===== config.mk =====
export PLATFORM = sky130hd
export DESIGN_NAME = hdlc_rx_deframer
export DESIGN_NICKNAME = d
export VERILOG_FILES = /design/src/rtl/hdlc_rx_deframer.sv
export SDC_FILE = /design/constraint.sdc
export NUM_CORES = 1
export LEC_CHECK = 0
export BUFFER_PORTS_ARGS = -buffer_cell sky130_fd_sc_hd__buf_2
export CORE_MARGIN = 1.5
export CORE_UTILIZATION = 59
export DETAILED_ROUTE_END_ITERATION = 8
export PLACE_DENSITY = 0.75
export SYNTH_ARGS = -nofsm -noshare
export SYNTH_HDL_FRONTEND = slang
export SYNTH_SLANG_ARGS = --single-unit
export TNS_END_PERCENT = 5

===== constraint.sdc =====
create_clock -name Clk -period 2.3 [get_ports Clk]
set_input_delay 0.115 -clock Clk [delete_from_list [all_inputs] [get_ports Clk]]
set_output_delay 0.115 -clock Clk [all_outputs]
set_load 0.05 [all_outputs]

===== src/rtl/hdlc_rx_deframer.sv =====
// HDLC receive deframer: flag/abort detection, zero-bit removal and LSB-first
// byte assembly, with frame boundary, error and overflow marking.
module hdlc_rx_deframer #(
   parameter int MIN_BYTES = 4,
   parameter int MAX_BYTES = 128
) (
   input  logic       Clk,
   input  logic       Rst,
   input  logic       Rx,
   input  logic       RxEN,
   output logic [7:0] RxData,
   output logic       RxByteValid,
   output logic       Rx_FlagDetect,
   output logic       Rx_AbortDetect,
   output logic       Rx_ValidFrame,
   output logic       Rx_EoF,
   output logic       Rx_FrameError,
   output logic       Rx_Overflow
);

   localparam int BCW = $clog2(MAX_BYTES + 2);
   localparam logic [BCW-1:0] BC_MAX = BCW'(MAX_BYTES);
   localparam logic [BCW-1:0] BC_MIN = BCW'(MIN_BYTES);

   typedef enum logic [1:0] {HUNT, SYNC, FRAME} state_t;

   state_t         state, state_mid;
   logic [7:0]     win, win_new;
   logic [3:0]     win_cnt;
   logic [2:0]     in_ones, ex_ones;
   logic [2:0]     bit_cnt, bit_cnt_nx;
   logic [7:0]     shreg, shreg_nx;
   logic [BCW-1:0] byte_cnt, byte_cnt_nx;
   logic           flag, exit_valid, exit_bit, stuff_drop, stuff_abort;
   logic           data_valid, byte_done, emit, overflow, abort_evt;

   // NOTE: the exiting bit is resolved combinationally first, so the flag/abort
   // decision in the register block already sees the byte it may complete.
   always_comb begin
      win_new     = {Rx, win[7:1]};
      flag        = (win_new == 8'h7E);
      exit_bit    = win[0];
      exit_valid  = RxEN && (win_cnt == 4'd8) && (state != HUNT);
      stuff_drop  = exit_valid && (ex_ones == 3'd5) && !exit_bit;
      stuff_abort = exit_valid && (ex_ones == 3'd5) && exit_bit;
      data_valid  = exit_valid && (ex_ones != 3'd5);
      shreg_nx    = data_valid ? {exit_bit, shreg[7:1]} : shreg;
      bit_cnt_nx  = data_valid ? bit_cnt + 3'd1 : bit_cnt;
      byte_done   = data_valid && (bit_cnt == 3'd7);
      emit        = byte_done && (byte_cnt < BC_MAX);
      overflow    = byte_done && (byte_cnt == BC_MAX);
      byte_cnt_nx = (byte_done && (byte_cnt <= BC_MAX)) ? byte_cnt + BCW'(1) : byte_cnt;
      state_mid   = (state == SYNC && data_valid) ? FRAME : state;
      abort_evt   = (Rx && (in_ones == 3'd6)) || stuff_abort;
   end

   always_ff @(posedge Clk) begin
      if (Rst) begin
         state          <= HUNT;
         win            <= '0;
         win_cnt        <= '0;
         in_ones        <= '0;
         ex_ones        <= '0;
         bit_cnt        <= '0;
         byte_cnt       <= '0;
         shreg          <= '0;
         RxData         <= '0;
         RxByteValid    <= 1'b0;
         Rx_FlagDetect  <= 1'b0;
         Rx_AbortDetect <= 1'b0;
         Rx_ValidFrame  <= 1'b0;
         Rx_EoF         <= 1'b0;
         Rx_FrameError  <= 1'b0;
         Rx_Overflow    <= 1'b0;
      end else begin
         RxByteValid    <= 1'b0;
         Rx_FlagDetect  <= 1'b0;
         Rx_AbortDetect <= 1'b0;
         Rx_EoF         <= 1'b0;
         Rx_FrameError  <= 1'b0;
         Rx_Overflow    <= 1'b0;
         if (RxEN) begin
            win      <= win_new;
            win_cnt  <= flag ? 4'd0 : ((win_cnt == 4'd8) ? 4'd8 : win_cnt + 4'd1);
            in_ones  <= !Rx ? 3'd0 : ((in_ones == 3'd7) ? 3'd7 : in_ones + 3'd1);
            shreg    <= shreg_nx;
            bit_cnt  <= bit_cnt_nx;
            byte_cnt <= byte_cnt_nx;
            if (stuff_drop)
               ex_ones <= 3'd0;
            else if (data_valid)
               ex_ones <= exit_bit ? ex_ones + 3'd1 : 3'd0;
            if (emit) begin
               RxData      <= shreg_nx;
               RxByteValid <= 1'b1;
            end
            Rx_Overflow <= overflow;
            state       <= state_mid;

            // A flag always resynchronises; if a frame was open it also closes it.
            if (flag) begin
               Rx_FlagDetect <= 1'b1;
               Rx_ValidFrame <= 1'b0;
               state         <= SYNC;
               ex_ones       <= 3'd0;
               bit_cnt       <= 3'd0;
               byte_cnt      <= '0;
               if (state_mid == FRAME) begin
                  Rx_EoF        <= 1'b1;
                  Rx_FrameError <= (bit_cnt_nx != 3'd0) || (byte_cnt_nx < BC_MIN) ||
                                   (byte_cnt_nx > BC_MAX);
               end
            end else if (abort_evt && (state_mid != HUNT)) begin
               Rx_AbortDetect <= (state_mid == FRAME);
               Rx_ValidFrame  <= 1'b0;
               state          <= HUNT;
            end else if (state_mid == FRAME) begin
               Rx_ValidFrame <= 1'b1;
            end
         end
      end
   end

endmodule

==> flow_metrics.env, run 1 <==
export IMPL_status="finished clean"
export IMPL_r2r_cells=9
export IMPL_clock_skew_ns=0.00569
export IMPL_power_leakage_nw=1.18
export IMPL_fin_util_pct=69.9
export IMPL_mostFrequentLayoutCell="dfxtp_1"
export IMPL_synth_cell_types=46
export IMPL_cts_buffers=5
export IMPL_critPathCaptureType="flop"
export IMPL_die_h_um=68.2
export IMPL_gp_congestion=0.924
export IMPL_syn_nets=313
export IMPL_post_drt_wl_per_cell_um=14.3
export IMPL_syn_area_um2=2510
export IMPL_fin_area_um2=2840
export IMPL_placedInstanceArea_um2=2720
export IMPL_crit_fanout=5
export IMPL_stdcell_count=376
export IMPL_arrival_ns=2.45
export IMPL_cts_tree="yes"
export IMPL_grt_max_degree=30
export IMPL_synth_cells=299
export IMPL_final_period_utilization_pct=94.8
export IMPL_syn_area_per_cell_um2=8.40
export IMPL_grt_pass1_vias=1914
export IMPL_placed_cells=368
export IMPL_io_pins=19
export IMPL_max_stage_delay_ns=0.38
export IMPL_p_clk_share_pct=36.0
export IMPL_hold_depth=3
export IMPL_critical_path_required_ns=2.57
export IMPL_min_period_ns=2.18
export IMPL_peakVddDrop_mv=0.387
export IMPL_via_count=2204
export IMPL_initial_core_util_pct=61.9
export IMPL_final_net_count=339
export IMPL_drive_gt1_share_pct=17.5
export IMPL_portBuffers=18
export IMPL_clk_pin_slew_worst_paths_ns=0.10
export IMPL_p_sw_share_pct=24.6
export IMPL_worst_path_buf_inv=1
export IMPL_syn2layout_area_growth_pct=13.0
export IMPL_crit_chain="inv_1, ha_1, and3b_2, nand4_4, o31ai_1, or3b_1, a22oi_2, mux2i_1, o21a_1"
export IMPL_timing_worst_setup_path_type="flop to flop"
export IMPL_cts_buffer_depth=2
export IMPL_drv_slew=0
export IMPL_cp_depth=9
export IMPL_grt_overflow_total=0
export IMPL_synth_main_ff_cell="dfxtp_1"
export IMPL_htreeDepth=2
export IMPL_clock_latency_ns=0.31
export IMPL_yosysSeqAreaShare_pct=42.3
export IMPL_startpoint_type="flop"
export IMPL_die_area_um2=4660
export IMPL_hpwl_um=3860
export IMPL_antenna_found_initial=0
export IMPL_p_per_area_nw_per_um2=545
export IMPL_hold_violations=0
export IMPL_ys_ff_latch=53
export IMPL_vias_per_cell=5.86
export IMPL_cts_hold_buf=0
export IMPL_drcViolationCount=0
export IMPL_hp_class="input port to flop"
export IMPL_switchingPower_mw=0.380
export IMPL_grt_pass1_wl_um=8860
export IMPL_die_width_um=68.2
export IMPL_synth_edf_count=0
export IMPL_first_iter_violations=171
export IMPL_slew_headroom_pct=65.5
export IMPL_max_slew_worst_pin_slew_ns=0.518
export IMPL_async_flop_share_pct=0
export IMPL_cts_root_buf="clkbuf_8"
export IMPL_tns_ns=0
export IMPL_ys_warn_count=0
export IMPL_n_antenna_cell=0
export IMPL_seqPwrFrac_pct=60.2
export IMPL_cts_sinks=53
export IMPL_rows=23
export IMPL_firstDrtPassIters=5
export IMPL_coreArea_um2=4060
export IMPL_final_cell_mix="dfxtp_1, nor2_1, nand2_1"
export IMPL_cp_top_family="simple AND/OR/NAND/NOR gates"
export IMPL_routed_wl_um=5390
export IMPL_fmax_mhz=458
export IMPL_finalSetupViolations=0
export IMPL_maxCapViolations=0
export IMPL_comb_power_share_pct=3.8
export IMPL_ant_nets=0
export IMPL_crit_slowest_cell="or3b_1"
export IMPL_grtUsageTotal_pct=25.1
export IMPL_whs_ns=0.150
export IMPL_p_int_mw=1.16
export IMPL_rsz0062_at_grt="false"
## tightest hold or removal path: cells and delay by family
| kind | cells | cell delay (ns) |
|---|---|---|
| buf+inv | 1 | 0.15 |
| simple gates | 1 | 0.09 |
| compound gates | 1 | 0.06 |
## stage by stage
step | power (mW) | setup WS [ns]
floorplan | 0.992 | 0.230
global placement | 1.01 | 0.179
detailed placement | 1.01 | 0.0813
CTS | 1.55 | 0.0682
global route | 1.58 | 0.00233
finish | 1.54 | 0.119
## power groups by stage
stage	Sequential, mW	Combinational (mW)	Clock [mW]
after floorplan	0.949	0.0426	0
after global placement	0.950	0.0591	0
after detailed placement	0.951	0.0598	0
after CTS	0.929	0.0597	0.562
after global routing	0.930	0.0654	0.585
final	0.929	0.0590	0.556
## flip-flops by register name (all words and copies together), names as in the netlist
signal	count
RxData	8
byte_cnt	8
win	8
shreg	7
win_cnt	4
bit_cnt	3
ex_ones	3
in_ones	3
state	2
RxByteValid	1
Rx_AbortDetect	1
Rx_EoF	1
Rx_FlagDetect	1
Rx_FrameError	1
Rx_Overflow	1
Rx_ValidFrame	1
## worst paths after layout
kind	from	slack, ns	end
setup reg to reg	win_cnt[0]	0.12	Rx_FrameError
setup / recovery	win_cnt[0]	0.12	Rx_FrameError
hold / removal	Rx	0.15	in_ones[1]
hold reg to reg	shreg[6]	0.47	shreg[5]
## cell families after synthesis
family | count (synthesis) | synth area share [%]
simple gates | 132 | 26.4
compound gates | 60 | 14.6
flops | 53 | 42.3
buf+inv | 26 | 4.58
mux | 18 | 7.17
fa+ha+maj | 10 | 4.98
## Yosys cell counts, drive strengths merged (2+ instances only)
library cell   n  area, um2
a211oi         2       15.0
a21oi         25        125
a22oi          9       72.6
and3           4       25.0
buf            6       40.0
clkbuf        12       45.0
dfxtp         53       1060
ha            10        125
inv            7       26.3
mux2i         18        180
nand2         33        124
nand3          9       50.1
nand4          3       33.8
nand4b         3       26.3
nor2          49        184
nor3          11       55.1
nor4           6       58.8
nor4b          2       17.5
o21a           2       15.0
o21ai         14       70.1
or3            3       18.8
## routing by layer
| layer | track usage, % | share of wire (%) | vias up |
|---|---|---|---|
| met4 | 6.25 | 1.0 | 0 |
| met3 | 4.61 | 5.1 | 5 |
| li1 | - | - | 1100 |
| met1 | 33.7 | 46 | 1039 |
| met2 | 41.6 | 48 | 60 |
| met5 | 0 | 0 | - |
## layout make-up
type / count / area [um2]
fillers: 351 / 1220
flip-flops and latches: 53 / 1060
clock buffers: 5 / 68.8
clock inverters: 3 / 26.3
repair buffers: 37 / 233
multi-input cells: 220 / 1360
well taps: 50 / 62.6
inverters: 8 / 30.0
## timing repair
action                     CTS  global route
buffers inserted             0             0
resized for setup            0             4
setup endpoints to repair    0            10
No activity file was read; power rests on OpenSTA's default activity.
==> run 2, diff against run 1 <==
- CORE_ASPECT_RATIO: unset -> 1.2
==> run 2 against run 1 <==
  * Worst setup slack worse by 0.082 ns
  * Final area is 3.4% higher
  * Highest routed layer unchanged
  * Critical endpoint unchanged
  * Critical path depth stayed put
  * Sequential cell count stayed put
  * Power is 1.4% lower
  * Largest cell class unchanged
  * Clock power is 5.9% lower
  * Worst hold slack worse by 0.021 ns
==> flow_metrics.env, run 2 (synthesis gave the netlist of run 1 again) <==
export IMPL_first_iter_violations=165
export IMPL_coreArea_um2=4000
export IMPL_die_width_um=62.6
export IMPL_use_met2_pct=41.3
export IMPL_cts_buffers=5
export IMPL_final_period_utilization_pct=98.4
export IMPL_portBuffers=18
export IMPL_cts_sinks=53
export IMPL_hpwl_um=3580
export IMPL_peakVddDrop_mv=0.418
export IMPL_timing_worst_setup_path_type="flop to flop"
export IMPL_grt_overflow_total=0
export IMPL_vias_per_cell=5.88
export IMPL_io_pins=19
export IMPL_maxCapViolations=0
export IMPL_power_leakage_nw=1.22
export IMPL_p_per_area_nw_per_um2=519
export IMPL_final_cell_mix="dfxtp_1, nor2_1, nand2_1"
export IMPL_use_met3_pct=3.63
export IMPL_grtUsageTotal_pct=23.1
export IMPL_final_net_count=343
export IMPL_crit_fanout=5
export IMPL_grt_pass1_vias=1997
export IMPL_die_area_um2=4660
export IMPL_clock_latency_ns=0.30
export IMPL_grt_max_degree=30
export IMPL_startpoint="win_cnt[1]"
export IMPL_total_power_mw=1.52
export IMPL_gp_congestion=0.907
export IMPL_via_count=2259
export IMPL_syn2layout_area_growth_pct=16.8
export IMPL_critPathCaptureType="flop"
export IMPL_cts_tree="yes"
export IMPL_htreeDepth=2
export IMPL_min_period_ns=2.26
export IMPL_grt_busiest_layer="met2"
export IMPL_initial_core_util_pct=62.7
export IMPL_n_antenna_cell=0
export IMPL_arrival_ns=2.51
export IMPL_cts_root_buf="clkbuf_8"
export IMPL_grt_use_met1_pct=28.2
export IMPL_drcViolationCount=0
export IMPL_antenna_found_initial=0
export IMPL_fin_util_pct=73.3
export IMPL_cts_hold_buf=0
export IMPL_drive_gt1_share_pct=22.1
export IMPL_fin_ws_ns=0.0363
export IMPL_rows=25
export IMPL_startpoint_type="flop"
export IMPL_ant_nets=0
export IMPL_timing_rr_start="win_cnt[1]"
export IMPL_hp_class="input port to flop"
export IMPL_dp_slack_ns=0.0638
export IMPL_die_h_um=74.5
export IMPL_firstDrtPassIters=5
export IMPL_post_drt_wl_per_cell_um=14.4
export IMPL_largest_registers="RxData (8), byte_cnt (8), win (8)"
export IMPL_drv_slew=0
export IMPL_fmax_mhz=442
export IMPL_routed_wl_um=5510
export IMPL_finalSetupViolations=0
export IMPL_max_slew_worst_pin_slew_ns=0.479
export IMPL_cts_buffer_depth=2
export IMPL_critical_path_required_ns=2.55
export IMPL_status="finished clean"
export IMPL_clock_skew_ns=0.00537
export IMPL_hold_violations=0
export IMPL_clk_pin_slew_worst_paths_ns=0.10
export IMPL_slew_headroom_pct=68.0
export IMPL_grt_pass1_wl_um=8690
export IMPL_min_from="Rx"
-- run 2: timing repair --
| action | 4_1_cts | 5_1_grt |
|---|---|---|
| resized for setup | 0 | 23 |
| setup endpoints to repair | 0 | 1 |
| buffers inserted | 0 | 10 |
-- run 2: power breakdown --
part,switching [mW],total [mW],internal [mW]
registers,0.00533,0.927,0.922
clock network,0.306,0.523,0.216
logic,0.0453,0.0726,0.0273
-- run 2: metal layers --
layer	routed length (um)	share of wire, %	up-vias
li1	-	-	1111
met1	2360	43	1063
met2	2810	51	70
met3	242	4.4	15
met4	96	1.7	0
met5	0	0	-
-- run 2: cell type report --
cell class	instances	area, um2
inverter	8	30.0
sequential	53	1070
clock inverter	3	22.5
multi-input combinational	220	1410
tap	54	67.6
fill	347	1070
clock buffer	5	68.8
timing repair buffer	41	267
-- run 2: path summary, 6_finish.rpt --
kind | end | slack [ns] | cells past startpoint
worst max-delay path | Rx_FrameError | 0.04 | 9
worst min-delay path | in_ones[0] | 0.13 | 3
worst max register to register | Rx_FrameError | 0.04 | 9
worst min register to register | shreg[6] | 0.47 | 2
-- run 2: worst max-delay path, stage by stage, from the launching register on --
cell and delay (ns):
dfxtp_2 0.34, inv_2 0.07, ha_4 0.13, and3b_2 0.26, nand4_4 0.14, o31ai_4 0.25
or3b_1 0.39, a22oi_2 0.21, mux2i_1 0.27, o21a_1 0.16
-- run 2: per-stage QoR --
stage	cells	hold WS [ns]	cell area [um2]	TNS, ns
after floorplan	299	0.262	2510	0
after global placement	366	0.443	2680	0
after detailed placement	366	0.456	2680	0
after CTS	374	0.124	2770	0
after global routing	384	0.161	2930	-0.0619
final	384	0.129	2930	0
